**src/rtl/sample_pwm_dac_pkg.sv**
```systemverilog
// Shared speech-path constants and sample type, used by the sequencer, ROM and DAC.
package sample_pwm_dac_pkg;

   localparam int unsigned SAMPLE_DIV = 12500;
   localparam int unsigned PWM_BITS   = 8;
   localparam int unsigned MIDSCALE   = 2 ** (PWM_BITS - 1);

   typedef logic [PWM_BITS-1:0] sample_t;

endpackage

```
**src/rtl/sample_pwm_dac_pwm_gen.sv**
```systemverilog
// Free-running PWM modulator; duty is reloaded only at the frame wrap so edges never glitch.
module sample_pwm_dac_pwm_gen (
   input  logic                                   clk,
   input  logic                                   rst_n,
   input  logic [sample_pwm_dac_pkg::PWM_BITS-1:0] active,
   output logic                                   pwm_out
);
   import sample_pwm_dac_pkg::*;

   sample_t pwm_cnt;
   sample_t duty;

   always_ff @(posedge clk or negedge rst_n) begin
      if (!rst_n) begin
         pwm_cnt <= '0;
         duty    <= sample_t'(MIDSCALE);
         pwm_out <= 1'b0;
      end else begin
         pwm_cnt <= pwm_cnt + sample_t'(1);
         if (pwm_cnt == '1) begin
            duty <= active;
         end
         pwm_out <= (pwm_cnt < duty);
      end
   end

endmodule

```
**src/rtl/sample_pwm_dac.sv**
```systemverilog
// Sample-period timer, hold/active double buffer, underrun flag and amplifier control
// in front of the PWM modulator.
module sample_pwm_dac #(
   parameter int unsigned SAMPLE_DIV = sample_pwm_dac_pkg::SAMPLE_DIV
) (
   input  logic                                   clk,
   input  logic                                   rst_n,
   input  logic [sample_pwm_dac_pkg::PWM_BITS-1:0] sample_in,
   input  logic                                   sample_capture,
   input  logic                                   busy,
   input  logic                                   underrun_clr,
   output logic                                   period_expired,
   output logic                                   pwm_out,
   output logic                                   amp_en,
   output logic                                   underrun
);
   import sample_pwm_dac_pkg::*;

   localparam int unsigned CNT_W = (SAMPLE_DIV > 1) ? $clog2(SAMPLE_DIV) : 1;
   localparam sample_t     MID   = sample_t'(MIDSCALE);

   logic [CNT_W-1:0] period_cnt;
   sample_t          hold;
   sample_t          active;
   logic             hold_valid;
   logic             underrun_set_c;

   // A boundary with nothing fresh while an utterance runs is an underrun.
   assign underrun_set_c = period_expired & ~hold_valid & busy;

   always_ff @(posedge clk or negedge rst_n) begin
      if (!rst_n) begin
         period_cnt     <= '0;
         period_expired <= 1'b0;
      end else begin
         period_expired <= (period_cnt == CNT_W'(SAMPLE_DIV - 1));
         if (period_cnt == CNT_W'(SAMPLE_DIV - 1)) begin
            period_cnt <= '0;
         end else begin
            period_cnt <= period_cnt + CNT_W'(1);
         end
      end
   end

   // Transfer reads pre-edge hold; a coincident capture refills hold for the next period.
   always_ff @(posedge clk or negedge rst_n) begin
      if (!rst_n) begin
         hold       <= MID;
         hold_valid <= 1'b0;
         active     <= MID;
      end else begin
         if (sample_capture) begin
            hold       <= sample_in;
            hold_valid <= 1'b1;
         end else if (period_expired) begin
            hold_valid <= 1'b0;
         end
         if (period_expired) begin
            if (hold_valid) begin
               active <= hold;
            end else if (!busy) begin
               active <= MID;
            end
         end
      end
   end

   always_ff @(posedge clk or negedge rst_n) begin
      if (!rst_n) begin
         underrun <= 1'b0;
         amp_en   <= 1'b0;
      end else begin
         if (underrun_set_c) begin
            underrun <= 1'b1;
         end else if (underrun_clr) begin
            underrun <= 1'b0;
         end
         if (busy) begin
            amp_en <= 1'b1;
         end else if (period_expired) begin
            amp_en <= 1'b0;
         end
      end
   end

   sample_pwm_dac_pwm_gen u_pwm_gen (
      .clk     (clk),
      .rst_n   (rst_n),
      .active  (active),
      .pwm_out (pwm_out)
   );

endmodule

```
**config.mk**
```make
export PLATFORM = sky130hd
export DESIGN_NAME = sample_pwm_dac
export DESIGN_NICKNAME = d
export VERILOG_FILES = /design/src/rtl/sample_pwm_dac_pkg.sv /design/src/rtl/sample_pwm_dac_pwm_gen.sv /design/src/rtl/sample_pwm_dac.sv
export SDC_FILE = /design/constraint.sdc
export NUM_CORES = 1
export LEC_CHECK = 0
export BUFFER_PORTS_ARGS = -buffer_cell sky130_fd_sc_hd__buf_2
export CAP_MARGIN = 0
export CORE_ASPECT_RATIO = 0.5
export CORE_MARGIN = 4
export CORE_UTILIZATION = 41
export CTS_CLUSTER_SIZE = 30
export DETAILED_ROUTE_END_ITERATION = 8
export PLACE_DENSITY_LB_ADDON = 0.1
export SKIP_CTS_REPAIR_TIMING = 1
export SLEW_MARGIN = 20
export SYNTH_ARGS = -nofsm -noshare
export SYNTH_HDL_FRONTEND = slang
export SYNTH_SLANG_ARGS = --single-unit
```
**constraint.sdc**
```tcl
create_clock -name clk -period 1.3 [get_ports clk]
set_input_delay 0 -clock clk [delete_from_list [all_inputs] [get_ports clk]]
set_output_delay 0 -clock clk [all_outputs]
set_load 0.05 [all_outputs]
```
==> results of run 1 <==
[power by group]
part           switching (mW)  internal, mW
sequential             0.0112          1.61
clock                   0.518         0.485
combinational          0.0528        0.0611
[cells in the final DEF (no fill, tap or decap), types with 2 or more instances in the layout]
cell,netlist,routed
a21o_1,5,5
a21oi_1,4,4
a22o_1,7,7
and4_4,1,3
buf_2,1,16
buf_4,0,30
buf_6,0,2
clkbuf_8,0,7
dfrtp_1,48,47
dfstp_2,3,3
dlygate4sd3_1,0,11
ha_1,9,8
inv_1,15,15
mux2_2,7,7
mux2_4,7,7
nand2_1,11,11
nand3_1,9,9
nand4_1,5,5
nor2_1,7,4
nor2_2,0,3
xnor2_1,11,11
xor2_1,4,4
[area by class of cell]
type	count	area, um^2
inverter	15	56.30
clock buffer	7	96.34
sequential	51	1281
clock inverter	1	7.507
multi-input combinational	108	888.4
timing repair buffer	59	437.9
tap	70	87.58
fill	447	2212
[through the flow]
step / power (mW) / setup TNS (ps) / instance area (um^2) / utilization, % / hold WS, ps
global route: 2.869 / -2287 / 2855 / 56.35 / 27.02
global placement: 1.744 / -1149 / 2545 / 50.22 / -4.942
floorplan: 1.683 / -1131 / 2222 / - / -295.6
CTS: 2.766 / -1492 / 2649 / 52.27 / -343.6
detailed placement: 1.747 / -1229 / 2545 / 50.22 / 2.405
finish: 2.739 / -1072 / 2855 / 56.35 / 13.95
[registers in the layout, summed over array words and instances (netlist names)]
signal,count
period_cnt,14
active,8
hold,8
u_pwm_gen.duty,8
u_pwm_gen.pwm_cnt,8
amp_en,1
hold_valid,1
period_expired,1
u_pwm_gen.pwm_out,1
underrun,1
[routing by layer]
metal,vias to the layer above,GRT usage [%],part of all wire [%]
met5,-,0,0
met4,0,4.110,1.2
met3,7,4.044,3.0
met2,11,20.91,46
met1,757,16.75,50
li1,742,-,-
[cell families after synthesis]
group | Yosys count | synth area share [%]
and+or+nand+nor | 45 | 10.76
adders and majority gates | 9 | 5.071
muxes | 15 | 8.733
buffers and inverters | 19 | 4.000
DFF | 51 | 57.63
xor gates and xnor gates | 15 | 5.915
AOI/OAI and AO/OA | 24 | 7.888
[worst paths after layout]
check / startpoint / slack, ps / endpoint / cells after the start
min in group asynchronous: rst_n / 190 / active[5] / 2
max: u_pwm_gen.pwm_cnt[4] / -120 / u_pwm_gen.duty[0] / 4
max reg2reg: u_pwm_gen.pwm_cnt[4] / -120 / u_pwm_gen.duty[0] / 4
max in group asynchronous: rst_n / 540 / hold[1] / 3
min reg2reg: amp_en / 490 / amp_en / 1
min: sample_capture / 10 / hold[7] / 3
[critical path, stage by stage, from the launching register on]
cell and delay, ps:
dfrtp_1 360, and3_4 190, and2_4 140, and4_4 310
mux2_4 310
==> results.sh, run 1 <==
export IMPL_fmax_mhz=706.0
export IMPL_cts_made_buffers=5
export IMPL_tightest_slew_ps=507.5
export IMPL_synth_async_sr_flop_share_pct=100.0
export IMPL_grt_max_degree=24
export IMPL_synth_area_leader_cell="dfrtp_1"
export IMPL_synth_cell_type_count=37
export IMPL_clockBufferDepth=2
export IMPL_synthFlopType="dfrtp_1"
export IMPL_initial_utilization_pct=43.83
export IMPL_finalClockSkew_ps=8.030
export IMPL_design_core_area_um2=5067
export IMPL_n_antenna_cell=0
export IMPL_hold_violations=0
export IMPL_dp_final_hpwl_um=2873
export IMPL_clock_sinks=51
export IMPL_drc=0
export IMPL_grt_pass1_wl_um=6775
export IMPL_drive_gt1_share_pct=34.85
export IMPL_ios=17
export IMPL_fin_crit_sh_pct=109.0
export IMPL_maxSlewViolCount=0
export IMPL_clockRootBuffer="clkbuf_8"
export IMPL_grt_pass1_vias=1475
export IMPL_viasPerCell=4.878
export IMPL_ys_ff_latch=51
export IMPL_critPathRequiredTime_ps=1500
export IMPL_syn_inst=178
export IMPL_synthDominantCellAreaShare_pct=54.08
export IMPL_critPathMaxFanout=8
export IMPL_die_area_um2=6730
export IMPL_gr_total_overflow=0
export IMPL_drtPass1Iterations=4
export IMPL_fin_crit_ps=1416
export IMPL_p_leak_nw=1.304
export IMPL_portBuffers=16
export IMPL_max_cap_viol_count=0
export IMPL_grt_util_all_layers_pct=12.87
export IMPL_seq_area_frac_synth_pct=57.63
export IMPL_synth_edf_count=0
export IMPL_syn_avg_cell_area_um2=12.48
export IMPL_cts_tree="yes"
export IMPL_post_place_ws_ps=-139.7
export IMPL_fp_dieW_um=112.1
export IMPL_layout_setup_ws_ps=-116.5
export IMPL_nets=262
export IMPL_fin_cells=311
export IMPL_vias=1517
export IMPL_crit_type="register to register"
export IMPL_clk_pin_slew_ps=90
export IMPL_violations="negative setup slack"
export IMPL_drt_antenna_violating_nets=0
export IMPL_wl_um=4029
export IMPL_p_per_area_nw_per_um2=959.4
export IMPL_fp_dieH_um=60.04
export IMPL_rsz0062_at_grt="yes"
export IMPL_areaGrowthSynthToFinish_pct=28.56
export IMPL_synth_fp_nets=200
export IMPL_h_tree_depth=2
export IMPL_antenna_found_initial=0
export IMPL_status="complete, but fails checks"
export IMPL_vdd_ir_drop_worst_uv=431.6
export IMPL_synth_area_leaders="dfrtp_1 54%, ha_1 5.1%, mux2_4 4.7%"
export IMPL_drt_iter0_markers=26
export IMPL_cp_end_kind="register"
export IMPL_ys_top_cells_by_count="48 x dfrtp_1, 15 x inv_1, 11 x nand2_1, 11 x xnor2_1"
export IMPL_clock_latency_ps=300
export IMPL_finalSetupViolCount=16
export IMPL_netlist_area_um2=2221
export IMPL_ys_warn_count=0
export IMPL_dp_cells=285
export IMPL_worstPathArrival_ps=1610
export IMPL_rows=18
export IMPL_slew_headroom_pct=66.16
export IMPL_start_kind="register"
export IMPL_routabilityCongestion=0.7897
export IMPL_routedWlPerCell_um=12.95
export IMPL_synth_most_common_cell="dfrtp_1"
export IMPL_min_path_type="input pin to register"
(Power assumes the default switching activity.)
==> inputs of run 2 (changes only) <==
--- a/config.mk
+++ b/config.mk
@@ -10,10 +10,11 @@
 export CORE_ASPECT_RATIO = 0.5
 export CORE_MARGIN = 4
 export CORE_UTILIZATION = 41
+export CTS_BUF_LIST = sky130_fd_sc_hd__clkbuf_2
 export CTS_CLUSTER_SIZE = 30
 export DETAILED_ROUTE_END_ITERATION = 8
 export PLACE_DENSITY_LB_ADDON = 0.1
-export SKIP_CTS_REPAIR_TIMING = 1
+export RECOVER_POWER = 50
 export SLEW_MARGIN = 20
 export SYNTH_ARGS = -nofsm -noshare
 export SYNTH_HDL_FRONTEND = slang
==> run 2 against run 1 <==
  * The run still ends with negative setup slack left
  * Routed wire length up 5.8%
  * Power fell by 14%
  * Utilization down 0.67 points
  * Critical path type unchanged
  * Critical endpoint is now u_pwm_gen.duty[2]
==> results.sh, run 2 (same netlist as run 1, synthesis figures left out) <==
export IMPL_crit_start="u_pwm_gen.pwm_cnt[2]"
export IMPL_post_route_util_pct=55.68
export IMPL_grt_util_all_layers_pct=14.01
export IMPL_critPathRequiredTime_ps=1660
export IMPL_p_leak_nw=1.286
export IMPL_p_per_area_nw_per_um2=838.9
export IMPL_drt_iter0_markers=35
export IMPL_min_path_type="input pin to asynchronous set/reset pin"
export IMPL_design_core_area_um2=5067
export IMPL_drt_antenna_violating_nets=0
export IMPL_largest_register_ffs=14
export IMPL_fp_dieH_um=60.04
export IMPL_wl_um=4262
export IMPL_hold_violations=0
export IMPL_grt_pass1_vias=1547
export IMPL_rows=18
export IMPL_start_kind="register"
export IMPL_clockBufferDepth=2
export IMPL_rr_worst_depth=4
export IMPL_power_total_mw=2.367
export IMPL_status="complete, but fails checks"
export IMPL_crit_type="register to register"
export IMPL_fp_dieW_um=112.1
export IMPL_post_place_ws_ps=-139.7
export IMPL_n_antenna_cell=0
export IMPL_grt_max_degree=16
export IMPL_drive_gt1_share_pct=32.65
export IMPL_critPathMaxFanout=8
export IMPL_vias=1519
export IMPL_final_common_cell="dfrtp_1"
export IMPL_clock_sinks=51
export IMPL_rr_startpoint="u_pwm_gen.pwm_cnt[2]"
export IMPL_die_area_um2=6730
export IMPL_routabilityCongestion=0.7897
export IMPL_final_cell_mix="45 x dfrtp_1, 28 x buf_4, 15 x inv_1, 15 x dlygate4sd3_1, 15 x buf_2"
export IMPL_routedWlPerCell_um=13.53
export IMPL_clk_pin_slew_ps=260
export IMPL_vdd_ir_drop_worst_uv=344.4
export IMPL_slew_headroom_pct=54.16
export IMPL_top_register="period_cnt"
export IMPL_initial_utilization_pct=43.83
export IMPL_dp_final_hpwl_um=2873
export IMPL_maxSlewViolCount=0
export IMPL_rsz0062_at_grt="yes"
export IMPL_fmax_mhz=692.1
export IMPL_layout_setup_ws_ps=-144.9
export IMPL_areaGrowthSynthToFinish_pct=27.04
export IMPL_viasPerCell=4.822
export IMPL_cp_end_kind="register"
export IMPL_tightest_slew_ps=687.6
export IMPL_max_cap_viol_count=0
export IMPL_cts_tree="yes"
export IMPL_drc=0
export IMPL_grt_pass1_wl_um=7258
export IMPL_ios=17
export IMPL_gr_total_overflow=0
export IMPL_h_tree_depth=2
export IMPL_fin_crit_ps=1445
export IMPL_finalSetupViolCount=14
export IMPL_violations="negative setup slack"
export IMPL_cts_made_buffers=5
export IMPL_drtPass1Iterations=6
export IMPL_clockRootBuffer="clkbuf_2"
export IMPL_finalClockSkew_ps=24.79
export IMPL_clock_latency_ps=430
export IMPL_antenna_found_initial=0
export IMPL_nets=266
export IMPL_fin_crit_sh_pct=111.1
export IMPL_worstPathArrival_ps=1810
export IMPL_portBuffers=16
==> run 2: cell count changes in the layout (fill, tap and decap cells not counted), moves of 4 or more <==
| cell | change |
|---|---|
| clkbuf_8 | -7 |
| clkbuf_2 | +5 |
| clkbuf_1 | +4 |
| dlygate4sd3_1 | +4 |
==> run 2: worst max-delay path, stage by stage, from the launching register on <==
cell and delay [ps]:
dfrtp_1 420, and3_4 190, and2_4 140, and4_4 310, mux2_4 310
==> run 2: timing repair <==
item	in CTS	in global routing
buffers inserted	2	4
resized for setup	4	11
hold buffers	16	0
pin swaps	7	6
endpoints found under the setup margin	16	32
hold endpoints to repair	63	0
==> run 2: per-layer routing <==
layer / vias up / routed length, um / track usage (%)
met5: - / 0 / 0
met4: 0 / 47 / 5.137
met3: 6 / 122 / 4.044
met2: 10 / 2025 / 22.61
met1: 756 / 2066 / 18.35
li1: 747 / - / -
==> run 2: layout make-up <==
class	instances	area, um^2
fill	459	2246
sequential	51	1284
multi-input combinational	108	890.9
timing repair buffer	63	462.9
tap	70	87.58
inverter	15	56.30
clock buffer	5	25.02
clock inverter	3	15.01
==> run 2: final timing paths <==
kind	endpoint	slack (ps)
worst max-delay path	u_pwm_gen.duty[2]	-140
worst min-delay path	hold[7]	250
worst max register to register	u_pwm_gen.duty[2]	-140
worst min register to register	active[7]	510
max in group asynchronous	period_cnt[0]	230
min in group clk	underrun	290
==> run 2: report_power, final <==
| part | total (mW) | switching [mW] | internal [mW] | leakage, nW |
|---|---|---|---|---|
| clock | 0.615 | 0.495 | 0.120 | 0.0241 |
| combinational | 0.125 | 0.0577 | 0.0671 | 0.618 |
| sequential | 1.63 | 0.0111 | 1.62 | 0.643 |
==> run 2: per-stage QoR <==
| stage | cells | setup TNS [ps] | hold WS, ps | area [um^2] |
|---|---|---|---|---|
| after floorplan | 178 | -1131 | -295.6 | 2222 |
| after global placement | 285 | -1149 | -4.942 | 2545 |
| after detailed placement | 285 | -1229 | 2.405 | 2545 |
| after CTS | 311 | -1295 | 62.86 | 2770 |
| after global routing | 315 | -2530 | 252.5 | 2821 |
| final | 315 | -1298 | 253.1 | 2821 |
==> inputs of run 3 (changes only) <==
--- a/config.mk
+++ b/config.mk
@@ -5,6 +5,7 @@
 export SDC_FILE = /design/constraint.sdc
 export NUM_CORES = 1
 export LEC_CHECK = 0
+export ABC_AREA = 1
 export BUFFER_PORTS_ARGS = -buffer_cell sky130_fd_sc_hd__buf_2
 export CAP_MARGIN = 0
 export CORE_ASPECT_RATIO = 0.5
@@ -15,7 +16,9 @@
 export DETAILED_ROUTE_END_ITERATION = 8
 export PLACE_DENSITY_LB_ADDON = 0.1
 export RECOVER_POWER = 50
+export SETUP_SLACK_MARGIN = 0.02
 export SLEW_MARGIN = 20
 export SYNTH_ARGS = -nofsm -noshare
 export SYNTH_HDL_FRONTEND = slang
+export SYNTH_HIERARCHICAL = 1
 export SYNTH_SLANG_ARGS = --single-unit
==> run 3 against run 2 <==
  * The flow now finishes without violations
  * Flip-flop and latch count stayed put
  * Combinational power increased by 8%
  * Power is 1.2% higher
  * Utilization fell by 1.4 points
  * Register-to-register slack improved by 170 ps
  * Clock-buffer cell count did not move
  * Routed wire length increased by 0.35%
  * Critical path depth increased by 2
  * Fmax up 13%
  * Setup slack improved by 170 ps
  * Final cell count increased by 22%
  * Final area rose by 7.1%
  * Largest cell class unchanged
  * Highest routed layer unchanged
==> results.sh, run 3 <==
export IMPL_status="finished clean"
export IMPL_place_area_um2=2600
export IMPL_fp_dieH_um=61.95
export IMPL_synth_edf_count=0
export IMPL_synth_top_family_by_area="simple AND/OR/NAND/NOR gates"
export IMPL_synth_cell_type_count=25
export IMPL_synthAdderAreaFrac_pct=5.244
export IMPL_finalClockSkew_ps=26.65
export IMPL_clockRootBuffer="clkbuf_2"
export IMPL_final_area_um2=3020
export IMPL_seq_area_um2=1282
export IMPL_areaGrowthSynthToFinish_pct=26.59
export IMPL_fin_hold_ws_ps=279.2
export IMPL_n_antenna_cell=0
export IMPL_dp_final_hpwl_um=2852
export IMPL_fin_crit_ps=1274
export IMPL_clk_pin_slew_ps=240
export IMPL_synth_mux_area_share_pct=0.4719
export IMPL_min_path_type="input pin to register"
export IMPL_synth_fp_nets=283
export IMPL_fin_crit_sh_pct=98.00
export IMPL_grt_util_all_layers_pct=13.34
export IMPL_ys_warn_count=6
export IMPL_cp_endpoint="u_pwm_gen/duty[1]"
export IMPL_power_internal_mw=1.812
export IMPL_synth_async_sr_flop_share_pct=100.0
export IMPL_ys_top_cells_by_count="57 x nand2_1, 48 x dfrtp_1, 44 x inv_1"
export IMPL_crit_path_max_incr_delay_ps=450
export IMPL_syn_inst=260
export IMPL_p_per_area_nw_per_um2=792.8
export IMPL_r2r_slack_ps=30
export IMPL_p_switching_mw=0.5825
export IMPL_rr_worst_depth=6
export IMPL_top_register="period_cnt"
export IMPL_seqPwrFrac_pct=67.7
export IMPL_yosys_area_share_xor_xnor_pct=4.772
export IMPL_rr_startpoint="u_pwm_gen/pwm_cnt[0]"
export IMPL_portBuffers=16
export IMPL_fin_cells=385
export IMPL_critPathMaxFanout=8
export IMPL_grt_pass1_wl_um=7265
export IMPL_routabilityCongestion=0.8265
export IMPL_cts_made_buffers=5
export IMPL_crit_type="register to register"
export IMPL_synth_area_leader_cell="dfrtp_1"
export IMPL_syn_avg_cell_area_um2=9.177
export IMPL_crit_start="u_pwm_gen/pwm_cnt[0]"
export IMPL_antenna_found_initial=0
export IMPL_power_total_mw=2.395
export IMPL_drt_antenna_violating_nets=0
export IMPL_combPwrFrac_pct=5.7
export IMPL_final_cell_mix="48 x nand2_1, 46 x dfrtp_1, 42 x inv_1, 23 x nor2_1, 20 x dlygate4sd3_1"
export IMPL_clock_latency_ps=450
export IMPL_fillers=531
export IMPL_clockBufferDepth=2
export IMPL_h_tree_depth=2
export IMPL_start_kind="register"
export IMPL_initial_utilization_pct=42.89
export IMPL_rows=19
export IMPL_netlist_area_um2=2386
export IMPL_post_route_util_pct=54.30
export IMPL_design_core_area_um2=5563
export IMPL_maxSlewViolCount=0
export IMPL_routedWlPerCell_um=11.11
export IMPL_final_common_cell="nand2_1"
export IMPL_worstPathArrival_ps=1630
export IMPL_seq_area_frac_synth_pct=53.64
export IMPL_multi_input_area_um2=1064
export IMPL_p_leak_nw=1.529
export IMPL_grt_pass1_vias=1634
export IMPL_synthDominantCellAreaShare_pct=50.34
export IMPL_drtPass1Iterations=4
export IMPL_vdd_ir_drop_worst_uv=472.1
export IMPL_regToRegEndpoint="u_pwm_gen/duty[1]"
export IMPL_clock_sinks=51
export IMPL_fmax_mhz=784.9
export IMPL_slew_headroom_pct=77.62
export IMPL_rsz0062_at_grt="yes"
export IMPL_drive_gt1_share_pct=27.56
export IMPL_yosys_area_share_simple_pct=20.08
export IMPL_nets=334
export IMPL_synth_area_leaders="dfrtp_1 50%, nand2_1 9.0%, inv_1 6.9%"
export IMPL_synth_compound_area_share_pct=8.076
export IMPL_max_cap_viol_count=0
export IMPL_wl_um=4277
export IMPL_crit_slowest_cell="dfrtp_1"
export IMPL_viasPerCell=4.525
export IMPL_clkPwrFrac_pct=26.7
export IMPL_worstPathCellList="ha_4 -> nand3_4 -> nor2_4 -> nand3_4 -> nand2_2 -> o21ai_2"
export IMPL_largest_register_ffs=14
export IMPL_drt_iter0_markers=60
export IMPL_finalSetupViolCount=0
export IMPL_die_area_um2=7179
export IMPL_gr_total_overflow=0
export IMPL_synthFlopType="dfrtp_1"
export IMPL_critPathRequiredTime_ps=1660
export IMPL_ys_ff_latch=51
export IMPL_cp_end_kind="register"
export IMPL_ios=17
export IMPL_hold_violations=0
export IMPL_fp_dieW_um=115.9
export IMPL_dp_cells=353
export IMPL_synth_most_common_cell="nand2_1"
export IMPL_cts_tree="yes"
export IMPL_vias=1742
export IMPL_tightest_slew_ps=335.7
export IMPL_drc=0
export IMPL_p_sw_share_pct=24.33
export IMPL_critical_path_most_common_cell="nand3_4"
export IMPL_grt_max_degree=52
[run 3: cell types whose count changed after synthesis, moves of 6 or more]
cell,previous run,this run
nand2_1,11,57
inv_1,15,44
nor2_1,7,25
o21ai_0,1,17
o21ai_2,0,8
a22o_1,7,0
mux2_4,7,0
mux2_2,7,1
xnor2_1,11,5
[run 3: per-layer routing]
metal	track usage [%]	vias up	wire length, um
met1	16.42	817	2006
li1	-	904	-
met4	5.455	0	80
met3	4.642	9	128
met5	0	-	0
met2	22.08	12	2061
[run 3: power by group through the flow]
| stage | clock network [mW] | registers (mW) | logic [mW] |
|---|---|---|---|
| 4_1_cts | 0.688 | 1.62 | 0.138 |
| 5_1_grt | 0.742 | 1.62 | 0.154 |
| 6_report | 0.639 | 1.62 | 0.135 |
| 3_5_place_dp | 0 | 1.65 | 0.0919 |
| 2_1_floorplan | 0 | 1.65 | 0.0271 |
| 3_3_place_gp | 0 | 1.65 | 0.0903 |
[run 3: through the flow]
stage                     setup WS, ps  TNS, ps
after floorplan                  57.49        0
after global placement           36.45        0
after detailed placement        -43.26   -204.8
after CTS                       -22.12   -63.55
after global routing            -72.47   -336.2
final                            25.99        0
[run 3: final cells by class]
type                    instances  share of cell area [%]
repair buffers                 45                   12.14
multi-input cells             163                   35.21
clock buffers                   5                  0.8285
flip-flops and latches         51                   42.46
inverters                      45                   5.675
well taps                      73                   3.024
clock inverters                 3                  0.6628
[run 3: worst min-delay path by stage]
stage	from	endpoint	cells after the start	slack, ps
after global routing	underrun_clr	underrun	3	210
after floorplan	rst_n	active[0]	0	-300
final	underrun_clr	underrun	3	280
after CTS	underrun_clr	underrun	3	240
after global placement	rst_n	period_cnt[1]	2	9
after detailed placement	rst_n	period_cnt[0]	2	10
[run 3: cell families (layout without fill, tap and decap cells)]
family / Yosys count / count (layout)
and+or+nand+nor: 106 / 107
DFF: 51 / 51
buffers and inverters: 47 / 98
AOI/OAI and AO/OA: 32 / 32
xor gates and xnor gates: 13 / 13
adders and majority gates: 10 / 10
muxes: 1 / 1
[run 3: worst max-delay path: cells and delay by family, from the launching register on]
kind | cells | cell delay [ps]
and+or+nand+nor | 4 | 530
DFF | 1 | 450
adders and majority gates | 1 | 170
AOI/OAI and AO/OA | 1 | 50
[run 3: what timing repair did]
item | in CTS | in global routing
resized for setup | 6 | 32
setup buffers | 0 | 3
hold buffers | 20 | 0
endpoints found under the setup margin | 9 | 23
gates cloned | 1 | 0
pin swaps | 5 | 18
hold endpoints to repair | 62 | 0
